--- config.mk ---
export PLATFORM = sky130hd
export DESIGN_NAME = mdio_master
export DESIGN_NICKNAME = d
export VERILOG_FILES = /design/src/rtl/mdio_pkg.sv /design/src/rtl/mdio_sync.sv /design/src/rtl/mdio_master.sv
export SDC_FILE = /design/constraint.sdc
export NUM_CORES = 1
export LEC_CHECK = 0
export CORE_MARGIN = 3
export CORE_UTILIZATION = 45
export CTS_CLUSTER_DIAMETER = 150
export DETAILED_ROUTE_END_ITERATION = 7
export PLACE_DENSITY_LB_ADDON = 0.12
export SETUP_SLACK_MARGIN = 0.4
export SYNTH_ARGS = -nofsm -noshare
export SYNTH_HDL_FRONTEND = slang
export SYNTH_SLANG_ARGS = --single-unit
--- constraint.sdc ---
create_clock -name clk -period 2.5 [get_ports clk]
set_clock_uncertainty 0.1 [all_clocks]
set_input_delay 0.25 -clock clk [delete_from_list [all_inputs] [get_ports clk]]
set_output_delay 0.25 -clock clk [all_outputs]
set_load 0.05 [all_outputs]
--- src/rtl/mdio_pkg.sv ---
// mdio_pkg: shared types and constants for the MDIO (clause-22) station
// controller.
//   mdio_state_e : controller states
//   ST_BITS, OP_READ, OP_WRITE, TA_WRITE : fixed frame fields
//   FRAME_SLOTS  : MDC slots in a frame after the preamble
//   build_frame  : assembles the 32-bit word shifted out after the preamble
package mdio_pkg;

    typedef enum logic [2:0] {
        IDLE,
        WAIT,
        PRE,
        FRAME,
        TA,
        DATA
    } mdio_state_e;

    localparam logic [1:0] ST_BITS  = 2'b01;
    localparam logic [1:0] OP_READ  = 2'b10;
    localparam logic [1:0] OP_WRITE = 2'b01;
    localparam logic [1:0] TA_WRITE = 2'b10;
    localparam int         FRAME_SLOTS = 32;

    // For a read, the TA and data fields are still loaded but never driven:
    // the pin is released from the first turnaround slot onward.
    function automatic logic [31:0] build_frame(
        input logic        is_read,
        input logic [4:0]  phy,
        input logic [4:0]  regad,
        input logic [15:0] wdata
    );
        return {ST_BITS, (is_read ? OP_READ : OP_WRITE), phy, regad, TA_WRITE, wdata};
    endfunction

endpackage

--- src/rtl/mdio_sync.sv ---
// mdio_sync: multi-flop synchroniser bringing the asynchronous MDIO pin
// into the clk domain.
//   clk, rst : system clock, synchronous active-high reset
//   d        : asynchronous input (MDIO pin)
//   q        : synchronised output, SYNC_STAGES clk cycles of latency
// The chain resets to 1, the idle (pulled-up) level of the MDIO line.
module mdio_sync #(
    parameter int SYNC_STAGES = 2
) (
    input  logic clk,
    input  logic rst,
    input  logic d,
    output logic q
);

    logic [SYNC_STAGES-1:0] sync_q;
    logic [SYNC_STAGES-1:0] sync_d;

    always_comb begin
        sync_d = {sync_q[SYNC_STAGES-2:0], d};
    end

    always_ff @(posedge clk) begin
        if (rst) begin
            sync_q <= '1;
        end else begin
            sync_q <= sync_d;
        end
    end

    assign q = sync_q[SYNC_STAGES-1];

endmodule

--- src/rtl/mdio_master.sv ---
// mdio_master: Ethernet PHY management (MDIO/SMI) station controller that
// runs IEEE 802.3 clause-22 read/write frames on an externally divided MDC.
//   clk, rst      : system clock, synchronous active-high reset
//   mdc_in        : divided clock (also the MDC pin); only its falling edges
//                   are used, detected by sampling in the clk domain
//   cmd_*         : command handshake (valid/ready), op, PHY/reg addr, data
//   done          : one-cycle pulse when a frame finishes
//   rd_data       : last read result, held until the next read completes
//   busy          : frame in progress
//   mdio_o/oe/i   : MDIO pin output value, output enable, async input
//   ta_err        : sticky turnaround error on reads
// Optional feature macro MDIO_TA_CHECK_EN: when defined, a read checks that
// the PHY pulls the line low in the second turnaround slot and sets ta_err
// otherwise; when undefined, ta_err is tied to 0.
module mdio_master
    import mdio_pkg::*;
#(
    parameter int PREAMBLE_LEN = 32,
    parameter int SYNC_STAGES  = 2
) (
    input  logic        clk,
    input  logic        rst,
    input  logic        mdc_in,
    input  logic        cmd_valid,
    output logic        cmd_ready,
    input  logic        cmd_read,
    input  logic [4:0]  cmd_phy,
    input  logic [4:0]  cmd_reg,
    input  logic [15:0] cmd_wdata,
    output logic        done,
    output logic [15:0] rd_data,
    output logic        busy,
    output logic        mdio_o,
    output logic        mdio_oe,
    input  logic        mdio_i,
    output logic        ta_err
);

    // Slot numbers (slot 0 = first preamble slot) where each field begins.
    localparam logic [6:0] P_SLOTS    = 7'(PREAMBLE_LEN);
    localparam logic [6:0] TA_FIRST   = 7'(PREAMBLE_LEN + 14);
    localparam logic [6:0] DATA_FIRST = 7'(PREAMBLE_LEN + 16);
    localparam logic [6:0] LAST_SLOT  = 7'(PREAMBLE_LEN + FRAME_SLOTS - 1);

    mdio_state_e state_q, state_d;
    logic [6:0]  cnt_q, cnt_d;
    logic [31:0] sr_q, sr_d;
    logic        is_read_q, is_read_d;
    logic [14:0] rd_shift_q, rd_shift_d;
    logic [15:0] rd_data_q, rd_data_d;
    logic        mdio_o_q, mdio_o_d;
    logic        mdio_oe_q, mdio_oe_d;
    logic        done_q, done_d;
    logic        mdc_q;
    logic        fall;
    logic        mdio_s;
    logic [6:0]  cnt_inc;
    logic        shift_oe;

    mdio_sync #(
        .SYNC_STAGES(SYNC_STAGES)
    ) u_sync (
        .clk(clk),
        .rst(rst),
        .d  (mdio_i),
        .q  (mdio_s)
    );

    assign fall    = mdc_q & ~mdc_in;
    assign cnt_inc = cnt_q + 7'd1;
    // On reads the pin is released from the first turnaround slot onward.
    assign shift_oe = !(is_read_q && (cnt_inc >= TA_FIRST));

`ifdef MDIO_TA_CHECK_EN
    localparam logic [6:0] TA_LAST = 7'(PREAMBLE_LEN + 15);
    logic ta_err_q, ta_err_d;
`endif

    // Every slot action happens on the clk edge that sees an MDC fall; the
    // counter holds the number of the slot currently on the wire.
    always_comb begin
        state_d    = state_q;
        cnt_d      = cnt_q;
        sr_d       = sr_q;
        is_read_d  = is_read_q;
        rd_shift_d = rd_shift_q;
        rd_data_d  = rd_data_q;
        mdio_o_d   = mdio_o_q;
        mdio_oe_d  = mdio_oe_q;
        done_d     = 1'b0;
`ifdef MDIO_TA_CHECK_EN
        ta_err_d   = ta_err_q;
`endif
        case (state_q)
            IDLE: begin
                if (cmd_valid) begin
                    sr_d      = build_frame(cmd_read, cmd_phy, cmd_reg, cmd_wdata);
                    is_read_d = cmd_read;
                    cnt_d     = '0;
                    state_d   = WAIT;
                end
            end
            WAIT: begin
                if (fall) begin
                    cnt_d     = '0;
                    mdio_o_d  = 1'b1;
                    mdio_oe_d = 1'b1;
                    state_d   = PRE;
                end
            end
            PRE: begin
                if (fall) begin
                    cnt_d = cnt_inc;
                    if (cnt_inc == P_SLOTS) begin
                        mdio_o_d = sr_q[31];
                        sr_d     = {sr_q[30:0], 1'b0};
                        state_d  = FRAME;
                    end else begin
                        mdio_o_d = 1'b1;
                    end
                end
            end
            FRAME, TA: begin
                if (fall) begin
                    cnt_d     = cnt_inc;
                    sr_d      = {sr_q[30:0], 1'b0};
                    mdio_oe_d = shift_oe;
                    mdio_o_d  = shift_oe ? sr_q[31] : 1'b1;
`ifdef MDIO_TA_CHECK_EN
                    // This fall ends the second turnaround slot, where the
                    // PHY must already be pulling the line low.
                    if ((state_q == TA) && is_read_q && (cnt_q == TA_LAST) && mdio_s) begin
                        ta_err_d = 1'b1;
                    end
`endif
                    if (cnt_inc == TA_FIRST) begin
                        state_d = TA;
                    end else if (cnt_inc == DATA_FIRST) begin
                        state_d = DATA;
                    end
                end
            end
            DATA: begin
                if (fall) begin
                    // Each fall in DATA ends one data slot: capture it.
                    if (is_read_q) begin
                        rd_shift_d = {rd_shift_q[13:0], mdio_s};
                    end
                    if (cnt_q == LAST_SLOT) begin
                        if (is_read_q) begin
                            rd_data_d = {rd_shift_q, mdio_s};
                        end
                        cnt_d     = '0;
                        mdio_o_d  = 1'b1;
                        mdio_oe_d = 1'b0;
                        done_d    = 1'b1;
                        state_d   = IDLE;
                    end else begin
                        cnt_d     = cnt_inc;
                        sr_d      = {sr_q[30:0], 1'b0};
                        mdio_oe_d = shift_oe;
                        mdio_o_d  = shift_oe ? sr_q[31] : 1'b1;
                    end
                end
            end
            default: begin
                state_d = IDLE;
            end
        endcase
    end

    always_ff @(posedge clk) begin
        if (rst) begin
            state_q    <= IDLE;
            cnt_q      <= '0;
            sr_q       <= '0;
            is_read_q  <= 1'b0;
            rd_shift_q <= '0;
            rd_data_q  <= '0;
            mdio_o_q   <= 1'b1;
            mdio_oe_q  <= 1'b0;
            done_q     <= 1'b0;
            mdc_q      <= 1'b0;
`ifdef MDIO_TA_CHECK_EN
            ta_err_q   <= 1'b0;
`endif
        end else begin
            state_q    <= state_d;
            cnt_q      <= cnt_d;
            sr_q       <= sr_d;
            is_read_q  <= is_read_d;
            rd_shift_q <= rd_shift_d;
            rd_data_q  <= rd_data_d;
            mdio_o_q   <= mdio_o_d;
            mdio_oe_q  <= mdio_oe_d;
            done_q     <= done_d;
            mdc_q      <= mdc_in;
`ifdef MDIO_TA_CHECK_EN
            ta_err_q   <= ta_err_d;
`endif
        end
    end

    assign cmd_ready = (state_q == IDLE);
    assign busy      = (state_q != IDLE);
    assign done      = done_q;
    assign rd_data   = rd_data_q;
    assign mdio_o    = mdio_o_q;
    assign mdio_oe   = mdio_oe_q;

`ifdef MDIO_TA_CHECK_EN
    assign ta_err = ta_err_q;
`else
    assign ta_err = 1'b0;
`endif

endmodule

==> results.sh, run 1 <==
export IMPL_slew_violations=0
export IMPL_synth_top_cell_by_area="dfxtp_1"
export IMPL_cp_required_ns=2.67
export IMPL_path_cells="ha_4, buf_6, nand2_4, nor3_2, o21a_1, nand2_2, a31oi_4, buf_12, buf_8, clkbuf_16, nor2_1, a311oi_2"
export IMPL_yosys_warnings=0
export IMPL_place_hpwl_um=6050
export IMPL_route_detailed_drc=0
export IMPL_setup_slack_ns=0.252
export IMPL_drt_wirelength_per_cell_um=14.5
export IMPL_ios=54
export IMPL_vias_per_cell=5.48
export IMPL_grtUsageTotal=0.194
export IMPL_netSwitchingPower_mw=1.25
export IMPL_grt_pass1_wl_um=15700
export IMPL_synth_avg_cell_area_um2=7.86
export IMPL_nFillCells=715
export IMPL_root_buffer="clkbuf_8"
export IMPL_hold_viol_final=0
export IMPL_grt_pass1_vias=3295
export IMPL_numCtsBuffers=9
export IMPL_fmax_mhz=445
export IMPL_dr_pass1_iters=5
export IMPL_start_util=0.466
export IMPL_crit_arrival_ns=2.42
export IMPL_p_per_area_nw_per_um2=714
export IMPL_min_path_type="input pin to register"
export IMPL_synth_edf_count=0
export IMPL_switching_share=0.322
export IMPL_clk_path_buf_depth=2
export IMPL_clockPowerShare=0.290
export IMPL_relSlewSlack=0.635
export IMPL_synth_seq_area_share=0.416
export IMPL_synthDistinctLibCells=55
export IMPL_netlist_area_um2=3850
export IMPL_path_buf_inv=4
export IMPL_min_delay_start="rst"
export IMPL_status="completed"
export IMPL_setup_violations=0
export IMPL_start_kind="register"
export IMPL_portBuffers=52
export IMPL_period_minus_slack_ns=2.25
export IMPL_r2r_start="cnt_q[1]$_SDFFE_PP0P_"
export IMPL_async_flop_share=0
export IMPL_worst_pin_slew_ns=0.547
export IMPL_rows=33
export IMPL_insertion_delay_ns=0.35
export IMPL_synth_cells=490
export IMPL_tns_ns=0
export IMPL_cts_tree="done"
export IMPL_core_um2=8260
export IMPL_place_ws_ns=0.117
export IMPL_ant_nets=0
export IMPL_r2r_slack_ns=0.25
export IMPL_synth_seq_cells=80
export IMPL_path_class="register to register"
export IMPL_p_int_mw=2.64
export IMPL_cts_clk_slew_worst_paths_ns=0.09
export IMPL_critPathMaxStageDelay_ns=0.38
export IMPL_drv_cap=0
export IMPL_gp_congestion=0.913
export IMPL_rsz0062_at_grt="true"
export IMPL_antenna_found_initial=0
export IMPL_dieArea_um2=9700
export IMPL_synth_area_top_cells="dfxtp_1, nand2_1, a21oi_1"
export IMPL_dp_cells=636
export IMPL_die_x_um=98.5
export IMPL_fin_cells=679
export IMPL_areaGrowthSynthToFinish_pct=41.5
export IMPL_worst_path_max_fanout=6
export IMPL_die_h_um=98.5
export IMPL_drt_first_iter_violations=183
export IMPL_synth_ff_type="dfxtp_1"
export IMPL_nNetsFinal=604
export IMPL_final_cell_mix="nand2_1, dfxtp_1, a21oi_1"
export IMPL_via_count=3721
export IMPL_diodes=0
export IMPL_leakagePower_nw=1.98
export IMPL_cp_top_family="compound AO/OA/AOI/OAI gates"
export IMPL_clkSinkCount=80
export IMPL_cp_startpoint="cnt_q[1]$_SDFFE_PP0P_"
export IMPL_critPathSlowestCell="dfxtp_4"
export IMPL_synth_top_area_frac=0.416
export IMPL_end_kind="register"
export IMPL_gr_total_overflow=0
export IMPL_wirelength_um=9870
export IMPL_h_tree_depth=3
export IMPL_vdd_drop_max_uv=332
export IMPL_drive_gt1_frac=0.265
export IMPL_syn_nets=525
export IMPL_grt_max_degree=53
export IMPL_p_seq_frac=0.385
export IMPL_fin_crit_sh=0.899
export IMPL_p_comb_frac=0.325
export IMPL_final_common_cell="nand2_1"
==> sequential cells by signal, summed over array words and instances (netlist names) <==
name and cells:
done 1, mdio_o 1, rd_shift_q 15, rd_data 16, sr_q 32, state_q 3, cnt_q 7, mdc_q 1
mdio_oe 1, u_sync.sync_q 2, is_read_q 1
==> power by group through the flow <==
stage | sequential (mW) | combinational, mW | clock (mW)
2_1_floorplan | 1.48 | 0.647 | 0
3_3_place_gp | 1.50 | 0.856 | 0
3_5_place_dp | 1.51 | 0.880 | 0
4_1_cts | 1.48 | 1.13 | 1.14
5_1_grt | 1.51 | 1.35 | 1.20
6_report | 1.50 | 1.26 | 1.13
==> metrics by stage <==
stage	cell area, um^2	hold WS (ns)	util	power (mW)
global route	5450	0.301	0.660	4.06
finish	5450	0.266	0.660	3.89
CTS	5170	0.260	0.627	3.76
global placement	4570	0.294	0.553	2.36
detailed placement	4570	0.300	0.553	2.39
floorplan	3850	0.254	-	2.13
==> Yosys cell counts (2+ instances only) <==
cell and number:
o21ai_0 14, nand4_1 2, a32oi_1 2, o21a_1 5
a311oi_1 10, or4_1 3, or2_2 3, a31oi_1 3
ha_1 3, a21o_1 3, nand3_1 5, nor4_1 2
mux2i_1 2, or3_1 2, inv_1 10, o22ai_1 4
a211oi_1 4, buf_2 9, a21boi_1 2, nor2_1 53
dfxtp_1 80, nand2b_1 8, clkbuf_1 21, nor3_1 6
a21oi_1 52, nor2b_1 4, nand3_2 2, nand4b_1 2
buf_4 7, nand2_1 126, a311oi_2 15, o22a_1 3
==> final timing paths <==
kind / to / depth (start not counted)
hold / removal: cnt_q[1]$_SDFFE_PP0P_ / 2
hold reg to reg: u_sync.sync_q[1]$_SDFF_PP1_ / 1
setup reg to reg: sr_q[22]$_SDFFE_PP0P_ / 12
setup / recovery: sr_q[22]$_SDFFE_PP0P_ / 12
==> timing repair <==
| item | CTS | global route |
|---|---|---|
| resized for setup | 39 | 46 |
| pin swaps | 19 | 22 |
| endpoints found under the setup margin | 38 | 45 |
| hold buffers | 0 | 0 |
| buffers inserted | 11 | 7 |
| gates cloned | 5 | 4 |
| hold endpoints to repair | 0 | 0 |
==> cell type report <==
class | instances | area (um^2) | share of cell area
Inverter | 10 | 37.5 | 0.00689
Sequential cell | 80 | 1630 | 0.298
Tap cell | 105 | 131 | 0.0241
Clock buffer | 9 | 124 | 0.0227
Clock inverter | 7 | 109 | 0.0200
Timing Repair Buffer | 107 | 1160 | 0.212
Multi-Input combinational cell | 361 | 2260 | 0.416
==> worst register-to-register path, stage by stage, from the launching register on <==
cell and delay (ns):
dfxtp_4 0.38, ha_4 0.16, buf_6 0.13, nand2_4 0.04, nor3_2 0.15, o21a_1 0.19
nand2_2 0.09, a31oi_4 0.23, buf_12 0.16, buf_8 0.13, clkbuf_16 0.14, nor2_1 0.05
a311oi_2 0.21
==> metal layers <==
layer / global-route usage / up-vias / routed length [um]
li1: - / 1858 / -
met2: 0.303 / 93 / 4680
met4: 0.0578 / 0 / 93
met5: 0 / - / 0
met3: 0.0326 / 7 / 435
met1: 0.276 / 1763 / 4660
==> cell families after synthesis <==
group / after synthesis / synth area share
AO/OA/AOI/OAI: 127 / 0.248
XOR/XNOR: 1 / 0.00228
adder cells (fa/ha/maj): 3 / 0.00975
buffers and inverters: 49 / 0.0595
flip-flops: 80 / 0.416
multiplexers: 2 / 0.00520
other: 1 / 0.000974
AND/OR/NAND/NOR: 227 / 0.258
No activity file was read; power rests on OpenSTA's default activity.
==> inputs of run 2 (changes only) <==
- SLEW_MARGIN: not set -> 20
==> results of run 2 <==
No change in the layout: final DEF, timing and power equal those of run 1.
